[config.mk]
export PLATFORM = sky130hd
export DESIGN_NAME = watch_set_ctrl
export DESIGN_NICKNAME = d
export VERILOG_FILES = /design/src/rtl/watch_set_ctrl.sv
export SDC_FILE = /design/constraint.sdc
export NUM_CORES = 1
export LEC_CHECK = 0
export CAP_MARGIN = 20
export CORE_UTILIZATION = 50
export CTS_BUF_LIST = sky130_fd_sc_hd__clkbuf_8
export CTS_CLUSTER_DIAMETER = 60
export DETAILED_ROUTE_END_ITERATION = 7
export GPL_ROUTABILITY_DRIVEN = 0
export PLACE_DENSITY = 0.65
export RECOVER_POWER = 50
export SYNTH_ARGS = -nofsm -noshare
export SYNTH_HDL_FRONTEND = slang
export SYNTH_SLANG_ARGS = --single-unit
export TNS_END_PERCENT = 1
[constraint.sdc]
create_clock -name clk -period 9.1 [get_ports clk]
set_input_delay 1.82 -clock clk [delete_from_list [all_inputs] [get_ports clk]]
set_output_delay 1.82 -clock clk [all_outputs]
set_load 0.02 [all_outputs]
[src/rtl/watch_set_ctrl.sv]
// Time-setting controller: RUN/SET mode, button auto-repeat strobes, 1 Hz gating, field blink.
// Optional macro WATCH_SET_SEC_CLEAR_EN turns seconds strobes into a one-shot seconds clear.
module watch_set_ctrl #(
    parameter int unsigned REPEAT_DELAY = 50_000_000,
    parameter int unsigned REPEAT_RATE  = 10_000_000,
    parameter int unsigned TIMEOUT      = 1_000_000_000,
    parameter int unsigned BLINK_HALF   = 25_000_000
) (
    input  logic       clk,
    input  logic       rst,
    input  logic       i_mode,
    input  logic       i_up,
    input  logic       i_down,
    input  logic [2:0] i_digit_pos,
    output logic       o_run_en,
    output logic [2:0] o_inc,
    output logic [2:0] o_dec,
    output logic       o_sec_clr,
    output logic       o_set_mode,
    output logic       o_blink
);

    localparam int unsigned MAX_A = (REPEAT_DELAY > REPEAT_RATE) ? REPEAT_DELAY : REPEAT_RATE;
    localparam int unsigned MAX_B = (TIMEOUT > BLINK_HALF) ? TIMEOUT : BLINK_HALF;
    localparam int unsigned MAX_P = (MAX_A > MAX_B) ? MAX_A : MAX_B;
    localparam int unsigned CW    = (MAX_P > 1) ? $clog2(MAX_P) : 1;

    localparam logic [CW-1:0] DELAY_LAST   = CW'(REPEAT_DELAY - 1);
    localparam logic [CW-1:0] RATE_LAST    = CW'(REPEAT_RATE - 1);
    localparam logic [CW-1:0] TIMEOUT_LAST = CW'(TIMEOUT - 1);
    localparam logic [CW-1:0] BLINK_LAST   = CW'(BLINK_HALF - 1);

    typedef enum logic {M_RUN, M_SET} mode_t;
    typedef enum logic [1:0] {R_IDLE, R_DELAY, R_REPEAT, R_LOCK} rep_t;

    mode_t         mode_q, mode_d;
    rep_t          rep_q, rep_d;
    logic [CW-1:0] rcnt_q, rcnt_d;
    logic [CW-1:0] tcnt_q, tcnt_d;
    logic [CW-1:0] bcnt_q, bcnt_d;
    logic          ph_q, ph_d;
    logic          dir_q, dir_d;
    logic          up_q, down_q;
    logic          issue, issue_dn;
    logic [2:0]    inc_d, dec_d;
    logic          clr_d;
    logic          both_btn, any_btn, rise_up, rise_dn, held, one_hot;

    assign both_btn = i_up & i_down;
    assign any_btn  = i_up | i_down;
    assign rise_up  = i_up & ~up_q;
    assign rise_dn  = i_down & ~down_q;
    assign held     = dir_q ? i_down : i_up;
    assign one_hot  = (i_digit_pos == 3'b001) || (i_digit_pos == 3'b010) || (i_digit_pos == 3'b100);

    always_comb begin
        mode_d   = mode_q;
        rep_d    = rep_q;
        rcnt_d   = rcnt_q;
        tcnt_d   = tcnt_q;
        bcnt_d   = bcnt_q;
        ph_d     = ph_q;
        dir_d    = dir_q;
        issue    = 1'b0;
        issue_dn = 1'b0;
        inc_d    = '0;
        dec_d    = '0;
        clr_d    = 1'b0;

        if (mode_q == M_RUN) begin
            bcnt_d = '0;
            ph_d   = 1'b0;
            if (i_mode) begin
                mode_d = M_SET;
                rep_d  = any_btn ? R_LOCK : R_IDLE;
                rcnt_d = '0;
                tcnt_d = '0;
                ph_d   = 1'b1;
            end
        end else if (i_mode || (tcnt_q == TIMEOUT_LAST)) begin
            mode_d = M_RUN;
            rep_d  = any_btn ? R_LOCK : R_IDLE;
            rcnt_d = '0;
            tcnt_d = '0;
            bcnt_d = '0;
            ph_d   = 1'b0;
        end else begin
            if (bcnt_q == BLINK_LAST) begin
                bcnt_d = '0;
                ph_d   = ~ph_q;
            end else begin
                bcnt_d = bcnt_q + CW'(1);
            end

            if (both_btn) begin
                rep_d  = R_LOCK;
                rcnt_d = '0;
            end else begin
                case (rep_q)
                    R_IDLE: begin
                        if (rise_up || rise_dn) begin
                            issue    = 1'b1;
                            issue_dn = rise_dn;
                            dir_d    = rise_dn;
                            rep_d    = R_DELAY;
                            rcnt_d   = '0;
                        end
                    end
                    R_DELAY: begin
                        if (!held) begin
                            rep_d  = R_IDLE;
                            rcnt_d = '0;
                        end else if (rcnt_q == DELAY_LAST) begin
                            issue    = 1'b1;
                            issue_dn = dir_q;
                            rep_d    = R_REPEAT;
                            rcnt_d   = '0;
                        end else begin
                            rcnt_d = rcnt_q + CW'(1);
                        end
                    end
                    R_REPEAT: begin
                        if (!held) begin
                            rep_d  = R_IDLE;
                            rcnt_d = '0;
                        end else if (rcnt_q == RATE_LAST) begin
                            issue    = 1'b1;
                            issue_dn = dir_q;
                            rcnt_d   = '0;
                        end else begin
                            rcnt_d = rcnt_q + CW'(1);
                        end
                    end
                    R_LOCK: begin
                        if (!any_btn) rep_d = R_IDLE;
                    end
                    default: rep_d = R_IDLE;
                endcase
            end

            // Non-one-hot field select still advances repeat timing; only the strobe is dropped.
            if (issue && one_hot) begin
`ifdef WATCH_SET_SEC_CLEAR_EN
                if (i_digit_pos[0]) begin
                    clr_d  = 1'b1;
                    rep_d  = R_LOCK;
                    rcnt_d = '0;
                end else if (issue_dn) begin
                    dec_d = i_digit_pos;
                end else begin
                    inc_d = i_digit_pos;
                end
`else
                if (issue_dn) dec_d = i_digit_pos;
                else          inc_d = i_digit_pos;
`endif
            end

            tcnt_d = (issue || any_btn) ? '0 : tcnt_q + CW'(1);
        end
    end

    always_ff @(posedge clk or posedge rst) begin
        if (rst) begin
            mode_q     <= M_RUN;
            rep_q      <= R_IDLE;
            rcnt_q     <= '0;
            tcnt_q     <= '0;
            bcnt_q     <= '0;
            ph_q       <= 1'b0;
            dir_q      <= 1'b0;
            up_q       <= 1'b0;
            down_q     <= 1'b0;
            o_run_en   <= 1'b1;
            o_set_mode <= 1'b0;
            o_blink    <= 1'b0;
            o_inc      <= '0;
            o_dec      <= '0;
            o_sec_clr  <= 1'b0;
        end else begin
            mode_q     <= mode_d;
            rep_q      <= rep_d;
            rcnt_q     <= rcnt_d;
            tcnt_q     <= tcnt_d;
            bcnt_q     <= bcnt_d;
            ph_q       <= ph_d;
            dir_q      <= dir_d;
            up_q       <= i_up;
            down_q     <= i_down;
            o_run_en   <= (mode_d == M_RUN);
            o_set_mode <= (mode_d == M_SET);
            o_blink    <= (mode_d == M_SET) && (ph_d || (rep_d == R_DELAY) || (rep_d == R_REPEAT));
            o_inc      <= inc_d;
            o_dec      <= dec_d;
            o_sec_clr  <= clr_d;
        end
    end

endmodule

==> results of run 1 <==
## path summary, 6_finish.rpt
check                                start  slack (ns)  depth (start not counted)    endpoint
worst min register to register  tcnt_q[29]        0.49                          1  tcnt_q[29]
min in group asynchronous              rst        2.01                          2   bcnt_q[5]
worst max-delay path                i_down        4.99                          8  rcnt_q[22]
worst min-delay path            tcnt_q[29]        0.49                          1  tcnt_q[29]
max in group asynchronous              rst        5.59                          4    o_run_en
worst max register to register   tcnt_q[0]        5.94                          8  rcnt_q[22]
## area by class of cell
class | count | share of cell area, %
inverter | 22 | 1.352
clock buffer | 9 | 1.998
clock inverter | 7 | 1.271
multi-input combinational | 498 | 46.58
tap | 140 | 2.825
timing repair buffer | 21 | 3.572
sequential | 105 | 42.40
## cell families after synthesis
family,count (synthesis),synth area share [%]
compound gates,142,14.88
mux,3,0.5479
fa+ha+maj,7,1.534
xor+xnor,39,5.983
flops,105,46.04
simple gates,306,27.46
other cells,1,0.06568
buf+inv,47,3.485
## per-layer routing
layer	up-vias	wire length (um)	GRT usage [%]	part of all wire, %
li1	2326	-	-	-
met1	2293	6112	31.39	50
met2	71	5623	35.58	46
met3	11	450	4.722	3.7
met4	0	104	5.695	0.85
met5	-	0	0	0
## flip-flops by register name, summed over array words and instances (netlist names)
signal / flops
bcnt_q: 30
dir_q: 1
down_q: 1
mode_q: 1
o_blink: 1
o_dec: 3
o_inc: 3
o_run_en: 1
ph_q: 1
rcnt_q: 30
rep_q: 2
tcnt_q: 30
up_q: 1
## cell usage in the layout (no fill, tap or decap), drive strengths merged, types with 8 or more instances in the layout
cell	Yosys	final
and3	10	10
xor2	21	21
clkbuf	13	10
nor2	70	70
inv	22	23
clkdlybuf4s50	0	12
and2	8	8
o21ai	70	70
o31ai	11	11
nand4	20	20
nand3	48	48
dfrtp	104	104
or3	17	17
a21oi	26	26
nor4	11	11
nor3	17	17
xnor2	18	18
nand2	74	74
## worst max-delay path: stages
cell and delay, ns:
dlygate4sd3_1 0.79, nand2b_1 0.15, nand3_1 0.10, o21ai_0 0.17
a21oi_4 0.27, nand4_2 0.48, or3_1 0.51, o21ai_0 0.10
## power by group through the flow
stage	logic [mW]	clock network (mW)	registers [mW]
after global placement	0.129	0	0.496
final	0.131	0.300	0.487
after floorplan	0.0960	0	0.496
after detailed placement	0.130	0	0.496
after global routing	0.148	0.329	0.489
after CTS	0.131	0.312	0.487
## metrics by stage
step / hold slack, ns / power, mW / area [um^2] / worst slack [ns]
after floorplan: 0.4421 / 0.5920 / 5709 / 4.521
after global placement: 0.4680 / 0.6246 / 5961 / 4.819
after detailed placement: 0.4788 / 0.6264 / 5961 / 4.718
after CTS: 0.4931 / 0.9298 / 6163 / 5.096
after global routing: 0.5074 / 0.9663 / 6200 / 4.773
final: 0.4928 / 0.9189 / 6200 / 4.989
==> results.ini, run 1 <==
[cts]
hold_buffers=0
clkSlewWorstSetupHoldPaths_ns=0.10
clock_path_buffers=2
numCtsBuffers=9
cts_setup_buffers=0
cts_resized=0
cts_root_buffer=clkbuf_8
clk-insertion-delay-late_ns=0.38
cts_max_level=3
cts_tree=done
cts.sinks=105

[timing]
max_slew_margin_pct=36.99
fmax_mhz=243.2
skew_ns=0.01090
setup_viol_count_final=0
finalSetupTns_ns=0
rsz0062_at_grt=false
final_hold_viol_count=0
fin_crit_sh_pct=45.18
slew_violations=0
worst_slew_pin_slew_ns=0.9452
fin_crit_ns=4.111

[critical_path]
cp-start-kind=input pin
cp-end-kind=register
crit_required_ns=9.39
cp.arrival_ns=4.40
critical_path_class=input pin to register
critical_path.max_fanout=21

[yosys]
yosysMostFrequentCell=dfrtp_1
synth-edff-count=0
yosys-top-cells-area=dfrtp_1, o21ai_0, nand2_1, nor2_1, nand3_1
synth_ff_type=dfrtp_1
synth-seq-area-share_pct=46.04
netlist-cell-type-count=60
synth_nets=665
synth.top_cell.area_share_pct=45.58
avgSynthCellArea_um2=8.783
ys_ff_latch=105
yosysWarnings=0
syn_inst=650
synth_largest_area_cell=dfrtp_1
async_flop_share_pct=100.0
syn_area_um2=5709
synth_common_cells=dfrtp_1, nand2_1, nor2_1, o21ai_0, nand3_1

[run]
cap_violations=0

[grt]
grtUsageTotal_pct=22.47
grt_max_degree=87
antenna_found_initial=0
grt_first_pass_wirelength_mm=21.08
first_global_vias=4448
globalRoute.totalOverflow=0

[pwr]
sw_frac_of_total_pct=29.15
power.density_nw_per_um2=148.2
p_switching_mw=0.2679
intPower_mw=0.6510
ir_worst_vdd_v=0.0001321
seqPwrFrac_pct=53.0
p_leak_nw=2.433
clkPwrFrac_pct=32.7
p_comb_share_pct=14.3

[cells_and_area]
fillers=974
seq_area_um2=2629
finalNonFillerCells=802
multi_input_area_um2=2888
syn_to_final_growth_pct=8.591
nNetsFinal=672
fin_util_pct=56.45
drive_gt1_share_pct=5.438
num_antenna_cells=0

[drt]
routed_wirelength_mm=12.29
ant_nets=0
routedWlPerCell_um=15.32
drt-initial-drc-count=301
drcViolationCount=0
dr.pass1.iters=5
num_vias=4701
routed_via_density=5.862

[floorplanning]
fp.dieH_um=108.9
core-area_um2=10980
start_util_pct=51.98
pin_count=18
row_count=38
die_area_um2=11850
chipWidth_um=108.9

[hold_path]
min_path_type=register to register

[run_status]
status=completed

[place]
port_buffers=16
placed_cells=784
dp_hpwl_mm=8.219

No activity file was read; power rests on OpenSTA's default activity.
==> run 2: changes to the inputs <==
clock period = 3.9 ns   (was 9.1 ns; I/O delays follow)
==> run 2 against run 1 <==
Power up 140%. Critical path depth stayed put. Cell count rose by 0.25%. Hold slack better by 0.0044 ns. Global-route usage increased by 0.41 points. Setup slack worse by 4.2 ns. Register-to-register slack worse by 5.1 ns. First-iteration DRC count increased by 18%. Flip-flop and latch count stayed put. Critical endpoint is now rcnt_q[20]. Largest cell class unchanged. Highest routed layer unchanged.
==> results.ini, run 2 (same netlist as run 1, synthesis figures left out) <==
[run_status]
status=completed

[grt]
grtUsageTotal_pct=22.88
first_global_vias=4396
globalRoute.totalOverflow=0
grt_max_degree=68
antenna_found_initial=0
grt_first_pass_wirelength_mm=21.10

[critical_path]
critPathTopFamily=simple AND/OR/NAND/NOR gates
cp.arrival_ns=3.40
r2r-start=tcnt_q[0]
critical_path_class=register to register
crit_start=tcnt_q[0]
crit_path_top_delay_cell=nor4_1
cp_num_buf_inv=0
critical_path.max_fanout=21
cp-start-kind=register
path_cells=ha_1 -> nand4_1 -> nor4_1 -> a21oi_2 -> a21oi_4 -> nand4_2 -> or3_1 -> o21ai_0
cp-end-kind=register
crit_required_ns=4.21
critPathMaxStageDelay_ns=0.60

[pwr]
p_leak_nw=2.471
power.total_mw=2.198
ir_worst_vdd_v=0.0003221
power.density_nw_per_um2=353.3

[floorplanning]
core-area_um2=10980
fp.dieH_um=108.9
row_count=38
die_area_um2=11850
start_util_pct=51.98
pin_count=18
chipWidth_um=108.9

[cells_and_area]
final_cell_mix=dfrtp_1, nand2_1, nor2_1
final_common_cell=dfrtp_1
syn_to_final_growth_pct=8.963
biggestRegsByFlops=bcnt_q x30, rcnt_q x30, tcnt_q x30
drive_gt1_share_pct=5.873
fin_util_pct=56.64
num_antenna_cells=0
nNetsFinal=674

[timing]
fin_crit_sh_pct=79.31
final_hold_viol_count=0
worst_slew_pin_slew_ns=0.8374
slew_violations=0
rsz0062_at_grt=false
finalSetupTns_ns=0
setup_viol_count_final=0
max_slew_margin_pct=44.17
fin_crit_ns=3.093
whs_ns=0.4972
skew_ns=0.01262
fmax_mhz=323.3
setup_ws_ns=0.8068

[drt]
routed_via_density=5.891
drcViolationCount=0
dr.pass1.iters=5
routedWlPerCell_um=15.27
drt-initial-drc-count=356
ant_nets=0
num_vias=4736
routed_wirelength_mm=12.27

[place]
place_ws_ns=0.6180
port_buffers=16
dp_hpwl_mm=8.351

[cts]
clkSlewWorstSetupHoldPaths_ns=0.10
clk-insertion-delay-late_ns=0.39
numCtsBuffers=9
clock_path_buffers=2
cts_max_level=3
cts.sinks=105
cts_setup_buffers=0
cts_tree=done
cts_root_buffer=clkbuf_8
hold_buffers=0
cts_resized=0

[hold_path]
hold_path.startpoint=tcnt_q[29]
min_path_type=register to register

[run]
cap_violations=0

==> run 2: cell types whose count changed in the layout (fill, tap and decap cells not counted), sizes merged <==
cell | previous run | this run
bufinv | 1 | 2
clkdlybuf4s50 | 12 | 11
clkbuf | 10 | 9
dlygate4sd3 | 4 | 5
clkinvlp | 4 | 1
clkinv | 1 | 2
inv | 23 | 24
buf | 4 | 7
==> run 2: power by group <==
| part | switching [mW] | internal [mW] | leakage (nW) |
|---|---|---|---|
| Sequential | 0.0237 | 1.11 | 1.45 |
| Combinational | 0.205 | 0.111 | 0.913 |
| Clock | 0.386 | 0.362 | 0.111 |
==> run 2: worst register-to-register path, stage by stage (launching register included) <==
cell and delay [ns]:
dfrtp_1 0.41, ha_1 0.23, nand4_1 0.28, nor4_1 0.60, a21oi_2 0.20, a21oi_4 0.26, nand4_2 0.45, or3_1 0.52
o21ai_0 0.08
==> run 2: final cells by class <==
cell class,count,area (um^2)
clock inverters,7,93.84
flip-flops and latches,105,2629
repair buffers,23,225.2
multi-input cells,498,2889
well taps,140,175.2
fillers,988,4762
clock buffers,9,123.9
inverters,22,85.08
==> run 2: path summary, 6_finish.rpt <==
kind | to | slack [ns] | depth (start not counted)
max | rcnt_q[20] | 0.81 | 8
min | tcnt_q[29] | 0.50 | 1
max reg2reg | rcnt_q[20] | 0.81 | 8
min reg2reg | tcnt_q[29] | 0.50 | 1
max in group asynchronous | rcnt_q[24] | 2.16 | 3
min in group asynchronous | tcnt_q[6] | 1.05 | 2
==> run 2: per-layer routing <==
metal / global-route usage, % / vias up / wire length [um]
li1: - / 2326 / -
met3: 6.455 / 5 / 422
met2: 35.53 / 69 / 5723
met4: 5.405 / 0 / 100
met1: 31.67 / 2336 / 6026
met5: 0 / - / 0
==> run 2: through the flow <==
stage | cell area, um^2 | cells
finish | 6221 | 804
global route | 6221 | 804
CTS | 6221 | 804
detailed placement | 6003 | 788
global placement | 6003 | 788
floorplan | 5709 | 650
